## src/rtl/hex_ascii_uart_streamer_pkg.sv

```systemverilog
// Shared constants for the hex-ASCII UART streamer: line terminators,
// FSM encodings for the message sequencer and the 8N1 transmitter.
package hex_ascii_uart_streamer_pkg;

    localparam logic [7:0] ASCII_CR = 8'h0D;
    localparam logic [7:0] ASCII_LF = 8'h0A;

    localparam logic [1:0] ST_IDLE    = 2'd0;
    localparam logic [1:0] ST_LOAD    = 2'd1;
    localparam logic [1:0] ST_WAIT_TX = 2'd2;
    localparam logic [1:0] ST_FINISH  = 2'd3;

    localparam logic [1:0] TX_IDLE  = 2'd0;
    localparam logic [1:0] TX_START = 2'd1;
    localparam logic [1:0] TX_DATA  = 2'd2;
    localparam logic [1:0] TX_STOP  = 2'd3;

    // Width needed to hold values 0..value-1, never less than one bit.
    function automatic int clog2(input int value);
        int r;
        r = 0;
        while ((1 << r) < value) r = r + 1;
        return (r < 1) ? 1 : r;
    endfunction

endpackage

```

## src/rtl/hex_ascii_uart_streamer_uart_tx.sv

```systemverilog
// 8N1 UART transmitter. A new byte may be issued during the last cycle of
// the stop bit (frame_done) so consecutive frames run back-to-back.
module uart_tx_8n1
    import hex_ascii_uart_streamer_pkg::*;
#(
    parameter int CLKS_PER_BIT = 4
) (
    input  logic       clk,
    input  logic       rst,
    input  logic       send,
    input  logic [7:0] data,
    output logic       tx,
    output logic       ready,
    output logic       frame_done
);

    localparam int BW = clog2(CLKS_PER_BIT);
    localparam logic [BW-1:0] BAUD_LAST = BW'(CLKS_PER_BIT - 1);

    logic [1:0]    state;
    logic [BW-1:0] baud_cnt;
    logic [3:0]    bit_cnt;
    logic [7:0]    shreg;
    logic          bit_end;
    logic          accept;

    assign bit_end    = (baud_cnt == BAUD_LAST);
    assign ready      = (state == TX_IDLE);
    assign frame_done = (state == TX_STOP) && bit_end;
    assign accept     = send && (ready || frame_done);

    // bit_cnt: 0 = start bit, 1..8 = data bits, 9 = stop bit
    always_ff @(posedge clk) begin
        if (rst) begin
            state    <= TX_IDLE;
            tx       <= 1'b1;
            baud_cnt <= '0;
            bit_cnt  <= '0;
        end else if (accept) begin
            state    <= TX_START;
            tx       <= 1'b0;
            baud_cnt <= '0;
            bit_cnt  <= '0;
        end else if (state != TX_IDLE) begin
            if (bit_end) begin
                baud_cnt <= '0;
                case (state)
                    TX_START: begin
                        state   <= TX_DATA;
                        tx      <= shreg[0];
                        bit_cnt <= bit_cnt + 4'd1;
                    end
                    TX_DATA: begin
                        bit_cnt <= bit_cnt + 4'd1;
                        if (bit_cnt == 4'd8) begin
                            state <= TX_STOP;
                            tx    <= 1'b1;
                        end else begin
                            tx <= shreg[0];
                        end
                    end
                    default: begin
                        state   <= TX_IDLE;
                        tx      <= 1'b1;
                        bit_cnt <= '0;
                    end
                endcase
            end else begin
                baud_cnt <= baud_cnt + BW'(1);
            end
        end
    end

    always_ff @(posedge clk) begin
        if (accept) begin
            shreg <= data;
        end else if (bit_end && (state == TX_START || state == TX_DATA)) begin
            shreg <= shreg >> 1;
        end
    end

endmodule

```

## src/rtl/hex_ascii_uart_streamer.sv

```systemverilog
// Latches a packed ASCII string on start and streams it, highest byte first,
// over an 8N1 UART line, optionally followed by CR LF.
module hex_ascii_uart_streamer
    import hex_ascii_uart_streamer_pkg::*;
#(
    parameter int CLK_FREQ    = 50000000,
    parameter int BAUD        = 115200,
    parameter int NUM_CHARS   = 2,
    parameter int APPEND_CRLF = 1
) (
    input  logic                   clk,
    input  logic                   rst,
    input  logic                   start,
    input  logic [8*NUM_CHARS-1:0] ascii_in,
    output logic                   busy,
    output logic                   done,
    output logic                   tx
);

    localparam int CLKS_PER_BIT = CLK_FREQ / BAUD;
    localparam int TOTAL        = NUM_CHARS + 2 * APPEND_CRLF;
    localparam int CW           = clog2(NUM_CHARS + 2);
    localparam logic [CW-1:0] LAST_IDX = CW'(TOTAL - 1);
    localparam logic [CW-1:0] NUM_IDX  = CW'(NUM_CHARS);

    logic [1:0]             state;
    logic [CW-1:0]          char_idx;
    logic [CW-1:0]          next_idx;
    logic [8*NUM_CHARS-1:0] char_buf;
    logic [7:0]             next_char;
    logic [7:0]             send_data;
    logic                   send;
    logic                   accept;
    logic                   issue;
    logic                   more;
    logic                   tx_ready;
    logic                   frame_done;

    // FINISH behaves as idle so a held start restarts after one idle cycle
    assign accept   = start && tx_ready && (state == ST_IDLE || state == ST_FINISH);
    assign more     = (char_idx != LAST_IDX);
    assign issue    = (state == ST_WAIT_TX) && frame_done && more;
    assign next_idx = char_idx + CW'(1);
    assign send     = accept || issue;

    always_comb begin
        next_char = ASCII_LF;
        if (next_idx < NUM_IDX) begin
            next_char = char_buf[8*NUM_CHARS-1 -: 8];
        end else if (next_idx == NUM_IDX) begin
            next_char = ASCII_CR;
        end
    end

    assign send_data = accept ? ascii_in[8*NUM_CHARS-1 -: 8] : next_char;

    always_ff @(posedge clk) begin
        if (rst) begin
            state    <= ST_IDLE;
            char_idx <= '0;
            busy     <= 1'b0;
            done     <= 1'b0;
        end else begin
            done <= 1'b0;
            case (state)
                ST_IDLE, ST_FINISH: begin
                    if (accept) begin
                        state    <= ST_LOAD;
                        char_idx <= '0;
                        busy     <= 1'b1;
                    end else begin
                        state <= ST_IDLE;
                    end
                end
                ST_LOAD: state <= ST_WAIT_TX;
                default: begin
                    if (frame_done) begin
                        if (more) begin
                            state    <= ST_LOAD;
                            char_idx <= next_idx;
                        end else begin
                            state <= ST_FINISH;
                            busy  <= 1'b0;
                            done  <= 1'b1;
                        end
                    end
                end
            endcase
        end
    end

    // Buffer always holds the next string character in its top byte
    always_ff @(posedge clk) begin
        if (accept) begin
            char_buf <= ascii_in << 8;
        end else if (issue) begin
            char_buf <= char_buf << 8;
        end
    end

    uart_tx_8n1 #(
        .CLKS_PER_BIT(CLKS_PER_BIT)
    ) u_tx (
        .clk       (clk),
        .rst       (rst),
        .send      (send),
        .data      (send_data),
        .tx        (tx),
        .ready     (tx_ready),
        .frame_done(frame_done)
    );

endmodule

```

## config.mk

```make
export PLATFORM = sky130hd
export DESIGN_NAME = hex_ascii_uart_streamer
export DESIGN_NICKNAME = d
export VERILOG_FILES = /design/src/rtl/hex_ascii_uart_streamer_pkg.sv /design/src/rtl/hex_ascii_uart_streamer_uart_tx.sv /design/src/rtl/hex_ascii_uart_streamer.sv
export SDC_FILE = /design/constraint.sdc
export NUM_CORES = 1
export LEC_CHECK = 0
export ABC_AREA = 1
export CAP_MARGIN = 20
export CORE_ASPECT_RATIO = 1.5
export CORE_MARGIN = 2
export CORE_UTILIZATION = 50
export DETAILED_ROUTE_END_ITERATION = 10
export DONT_BUFFER_PORTS = 1
export PLACE_DENSITY = 0.65
export SETUP_SLACK_MARGIN = 0.1
export SLEW_MARGIN = 20
export SYNTH_ARGS = -nofsm -noshare
export SYNTH_HDL_FRONTEND = slang
export SYNTH_SLANG_ARGS = --single-unit
```

## constraint.sdc

```tcl
create_clock -name clk -period 2 [get_ports clk]
set_input_delay 0.4 -clock clk [delete_from_list [all_inputs] [get_ports clk]]
set_output_delay 0.4 -clock clk [all_outputs]
set_load 0.01 [all_outputs]
```

======== After elaboration in Yosys (flattened, before gate mapping) ========
Index checks and enable logic that the tools add are counted.
cells by class
  reduce and logical (&&, ||, !) cells .... 31
  $add $sub $neg .......................... 3
  bitwise operators ....................... 2
  shift operators ......................... 0
  equal/unequal tests ..................... 14
  muxes and demuxes ....................... 32
  $mul .................................... 0
  magnitude comparators ................... 1
  div/mod/pow operators ................... 0
operators with widths
  kind                   count
  $mux W16               2
  $mux W8                4
  $reduce_bool A2 Y1     7
  $mux W1                12
  $mux W2                6
  $pmux W2 S2            3
  $eq A2 B2 Y1 const B   5
  $add A9 B1 Y9 const B  1
  $eq A9 B9 Y1 const B   1
  $mux W9                1
  $reduce_and A4 Y1      2
  $logic_and A1 B1 Y1    7
  $reduce_and A3 Y1      2
  $reduce_or A2 Y1       3
  $reduce_or A5 Y1       1
  $add A4 B1 Y4 const B  1
  $eq A2 B1 Y1 const B   2
  $eq A4 B4 Y1 const B   1
  $logic_not A2 Y1       2
  $logic_or A1 B1 Y1     4
  $mux W4                1
  $ne A2 B1 Y1 const B   2
  $ne A2 B2 Y1 const B   2
  $pmux W1 S2            2
  7 further kinds        9
storage, ports and cells
  memory bits (read-only) ................. 0
  memories ................................ 0
  latch bits .............................. 0
  output and inout bits ................... 3
  word-level logic and storage cells ...... 94
  input port bits ......................... 19
  bits in registers ....................... 38
  RAM bits ................................ 0

======== Logic depth before layout (Yosys ltp) ========
  word-level depth ........................ 8
  depth in mapped cells ................... 11
  gate-level depth less buffers ........... 11

======== Modules after synthesis ========
Synthesis repeated with hierarchy kept, for this count alone.
second synthesis, totals
  cell total of the unflattened synthesis .. 269
  area, all modules ....................... 2,080.7 um^2
by module, submodules not included
  module                   sequential area each (um^2)  cells each  area an instance (um^2)  instances
  uart_tx_8n1              560.5                        158         1,262.5                  1
  hex_ascii_uart_streamer  360.3                        111         818.3                    1

======== Least setup slack after synthesis ========
No wires, ideal clock.
  kind .................................... reg2reg
  start ................................... reg u_tx.baud_cnt[0]
  end ..................................... reg u_tx.shreg[0] (enable)
  data arrival time ....................... 1,546 ps
  required time ........................... 1,616 ps
  cell stages (with the launch flop) ...... 5
  period minus slack after synthesis ...... 1,930 ps
  setup time .............................. 384 ps
  slack ................................... 70 ps
  buffers on the path ..................... 0
  path through ............................ dfxtp_1 -> ha_1 -> nor3b_1 -> nand3_1 -> o21ai_0
on the way
  cells in the longest elaborated chain, start to end .. 7
  elaborated cells between the ends (all ways) .. 9
  those cells by class .................... eq/ne: 1; reduce/logical: 8
ends and longest elaborated chain
  element                           line                                   text
  from (decl)                       hex_ascii_uart_streamer_uart_tx.sv:21  logic [BW-1:0] baud_cnt;
  from (signal assigned)            hex_ascii_uart_streamer_uart_tx.sv:69  baud_cnt <= baud_cnt + BW'(1);
  $eq A9 B9 Y1 *                    hex_ascii_uart_streamer_uart_tx.sv:27  assign bit_end = (baud_cnt == BAUD_LAST);
  $logic_and A1 B1 Y1               hex_ascii_uart_streamer_uart_tx.sv:29  assign frame_done = (state == TX_STOP) && bit_end;
  $logic_and A1 B1 Y1 (2 in a row)  hex_ascii_uart_streamer.sv:42          assign issue = (state == ST_WAIT_TX) && frame_done && more;
  $logic_or A1 B1 Y1                hex_ascii_uart_streamer.sv:44          assign send = accept || issue;
  $logic_and A1 B1 Y1               hex_ascii_uart_streamer_uart_tx.sv:30  assign accept = send && (ready || frame_done);
  $reduce_bool A2 Y1 (no line) *    --
  to (signal assigned)              hex_ascii_uart_streamer_uart_tx.sv:76  shreg <= data;
  to (signal assigned)              hex_ascii_uart_streamer_uart_tx.sv:78  shreg <= shreg >> 1;
  to (decl)                         hex_ascii_uart_streamer_uart_tx.sv:23  logic [7:0] shreg;
Mark *: on every way between the ends. The rest lies on a longest branch, timed or not.
A chain may end at the register's enable or synchronous reset.

======== Final worst setup path ========
  start ................................... reg u_tx.baud_cnt[0]
  end ..................................... reg u_tx.shreg[3] (enable)
The elaborated chain is that of the path after synthesis.

==> run metrics <==
pin count of the biggest net entering global routing 16; HPWL after detailed placement 3.00 mm; asr flop ratio synth 0; worst setup path class reg2reg; Final Skew 0.00407 ns; cell family with most CP delay simple AND/OR/NAND/NOR gates; vias in the first global route 1,632; post-synthesis instance area about 0.0021 mm^2; I/O Buffers 0; total power of the final layout 0.00258 W; run status finished clean; CTS HTree Levels 2; final design area excluding fillers roughly 0.0023 mm^2; Critical Path Fanout Max 8; total nets after synthesis 307; fraction of final layout cells sized beyond drive strength 1 0.105; Layout Nets 314; actual transition at the worst max-transition pin approximately 0.38 ns; Initial Util 0.511; mean post-synth cell area between 7 and 8 um^2; total global routing track utilization 0.183; number of enable flip-flop cells after synthesis 16; cell chosen for the clock root sky130_fd_sc_hd__clkbuf_8; n_diodes 0; Initial DRC Count 32; most prevalent standard cell on the critical path sky130_fd_sc_hd__nor2_4; Die Area 0.00477 mm^2; Post-synth top flop sky130_fd_sc_hd__dfxtp_1; Max VDD drop 0.693 mV; Max Clock Freq 563 MHz; required time at the endpoint of the critical path around 2.0 ns; chip height about 84 um; number of fill cells about 390; Longest Clk Path Bufs 2; Buffers & Inverters on Critical Path 1; wire length of the first global-routing pass 6.89 mm; share of the synthesized area in the top cell type 0.227; clock transition at the register clock pins on the worst setup and hold paths after CTS 0.08 ns; Core ar. between 0.004 and 0.005 mm^2; # IOs 22; Worst Hold Class in2reg; post-synthesis instance total 277; antenna violations before repair 0; Placed Instance Area 0.00218 mm^2; worst-skew pair later-pin latency 0.30 ns; Critical Path, Cell by Cell ha_2, nand2_2, nor2_4, nand3_4, nor2_4, nor2_4, o21ai_1, buf_4; unrepaired setup endpoints after global routing no; share of the clock period used by the worst path after layout 0.889; number of iterations in the first detailed-routing pass 4; number of vias per cell after detailed routing ~5; register area share after synthesis 0.436; setup tns final 0 ns; # rows 29; DRC violation count after routing 0; max-slew violation count 0; count of clock tree sinks 38; leakage power total 0.959 nW; most area-consuming cells after synthesis sky130_fd_sc_hd__edfxtp_1 (23%), sky130_fd_sc_hd__dfxtp_1 (21%), sky130_fd_sc_hd__nand2_1 (13%); Synthesis Warnings 0; power density of the placed cells around 1100 mW/mm^2; number of antenna-violating nets in the routed design 0; count of unique library cells instantiated by Yosys 22; top cells by instance count after synthesis sky130_fd_sc_hd__nand2_1 (72), sky130_fd_sc_hd__inv_1 (40), sky130_fd_sc_hd__nor2_1 (33); register bit count reported by yosys 38; crit path max-delay cell type sky130_fd_sc_hd__dfxtp_1; crit end category register; CTS tree built; routed len/inst 11.7 um; overall overflow remaining after global route 0; total setup violations reported at the end of the flow 0; horizontal extent of the die 57.1 um; element type at the critical path start register; gpl congestion 0.807; delay contributed by the slowest stage of the critical path 0.41 ns; Min Clock Period, post-route 1.78 ns; total via count in the routed design 1,687; synthesis-to-finish area growth 8.76%; CTS Buf Count 5; Hold Worst Slack about 0.15 ns; number of failing hold endpoints at the final stage 0; total wirelength of the detailed-routed design 3.88 mm; most numerous cell in the Yosys netlist sky130_fd_sc_hd__nand2_1; relative slew slack 0.749; post-synth top area cell sky130_fd_sc_hd__edfxtp_1; arrival time of data at the critical path endpoint 1.79 ns; max-cap violation count 0
==> layout by cell type (no fill, tap or decap), drive strengths merged, types with 5 or more instances in the layout <==
master	n
o21ai	14
edfxtp	16
xor2	6
buf	5
ha	11
nor2	38
dfxtp	22
clkbuf	5
nand3	16
a21oi	14
nand4	12
inv	42
nand2	75
==> where the power goes <==
| group | total (W) | switching (W) | internal, W |
|---|---|---|---|
| logic | 0.000804 | 0.000528 | 0.000277 |
| clock network | 0.000657 | 0.000286 | 0.000371 |
| registers | 0.00112 | 0.0000732 | 0.00105 |
| total | 0.00258 | 0.000887 | 0.00169 |
==> layout make-up <==
cell class | count | area (um^2) | share of cell area
flip-flops and latches | 38 | 921 | 0.401
well taps | 46 | 57.6 | 0.0250
inverters | 42 | 158 | 0.0686
clock buffers | 5 | 68.8 | 0.0299
repair buffers | 5 | 37.5 | 0.0163
clock inverters | 3 | 45.0 | 0.0196
multi-input cells | 192 | 1010 | 0.440
==> logic make-up after synthesis <==
family,Yosys count,share of synthesized area
flip-flops,38,0.436
buffers and inverters,47,0.0894
AND/OR/NAND/NOR,147,0.315
AO/OA/AOI/OAI,28,0.0699
XOR/XNOR,6,0.0249
adder cells (fa/ha/maj),11,0.0651
==> sequential cells by signal, summed over array words and instances, names as in the netlist <==
| name | flops |
|---|---|
| u_tx.bit_cnt | 4 |
| u_tx.baud_cnt | 9 |
| char_buf | 8 |
| state | 2 |
| busy | 1 |
| done | 1 |
| u_tx.shreg | 8 |
| u_tx.tx | 1 |
| char_idx | 2 |
| u_tx.state | 2 |
==> per-layer routing <==
| metal | wire length (um) | global-route usage | part of all wire |
|---|---|---|---|
| met1 | 1660 | 0.207 | 0.43 |
| met2 | 2030 | 0.317 | 0.52 |
| met3 | 114 | 0.0481 | 0.029 |
| met4 | 70 | 0.0803 | 0.018 |
| met5 | 0 | 0 | 0 |
==> final timing paths <==
| check | startpoint | endpoint | slack, ns | depth (start not counted) |
|---|---|---|---|---|
| hold reg to reg | u_tx.bit_cnt[3] | u_tx.bit_cnt[3] | 0.50 | 2 |
| hold / removal | rst | u_tx.state[0] | 0.15 | 1 |
| setup reg to reg | u_tx.baud_cnt[0] | u_tx.shreg[3] | 0.22 | 8 |
| setup / recovery | u_tx.baud_cnt[0] | u_tx.shreg[3] | 0.22 | 8 |
==> repair_timing <==
item | 4_1_cts | 5_1_grt
endpoints found under the setup margin | 0 | 15
gates resized for setup | 0 | 3
hold buffers | 0 | 0
buffers inserted | 0 | 0
==> metrics by stage <==
| stage | cells | setup WS, ns | util |
|---|---|---|---|
| floorplan | 277 | 0.160 | - |
| global placement | 323 | 0.269 | 0.526 |
| detailed placement | 323 | 0.214 | 0.526 |
| CTS | 331 | 0.204 | 0.554 |
| global route | 331 | 0.115 | 0.556 |
| finish | 331 | 0.222 | 0.556 |
==> worst reg2reg max path: cells and delay by family, from the launching register on <==
| kind | cells | cell delay, ns |
|---|---|---|
| adders and majority gates | 1 | 0.23 |
| AOI/OAI and AO/OA | 1 | 0.09 |
| and+or+nand+nor | 5 | 0.57 |
| buffers and inverters | 1 | 0.18 |
| DFF | 1 | 0.41 |
Power figures use the tool's default switching activity.
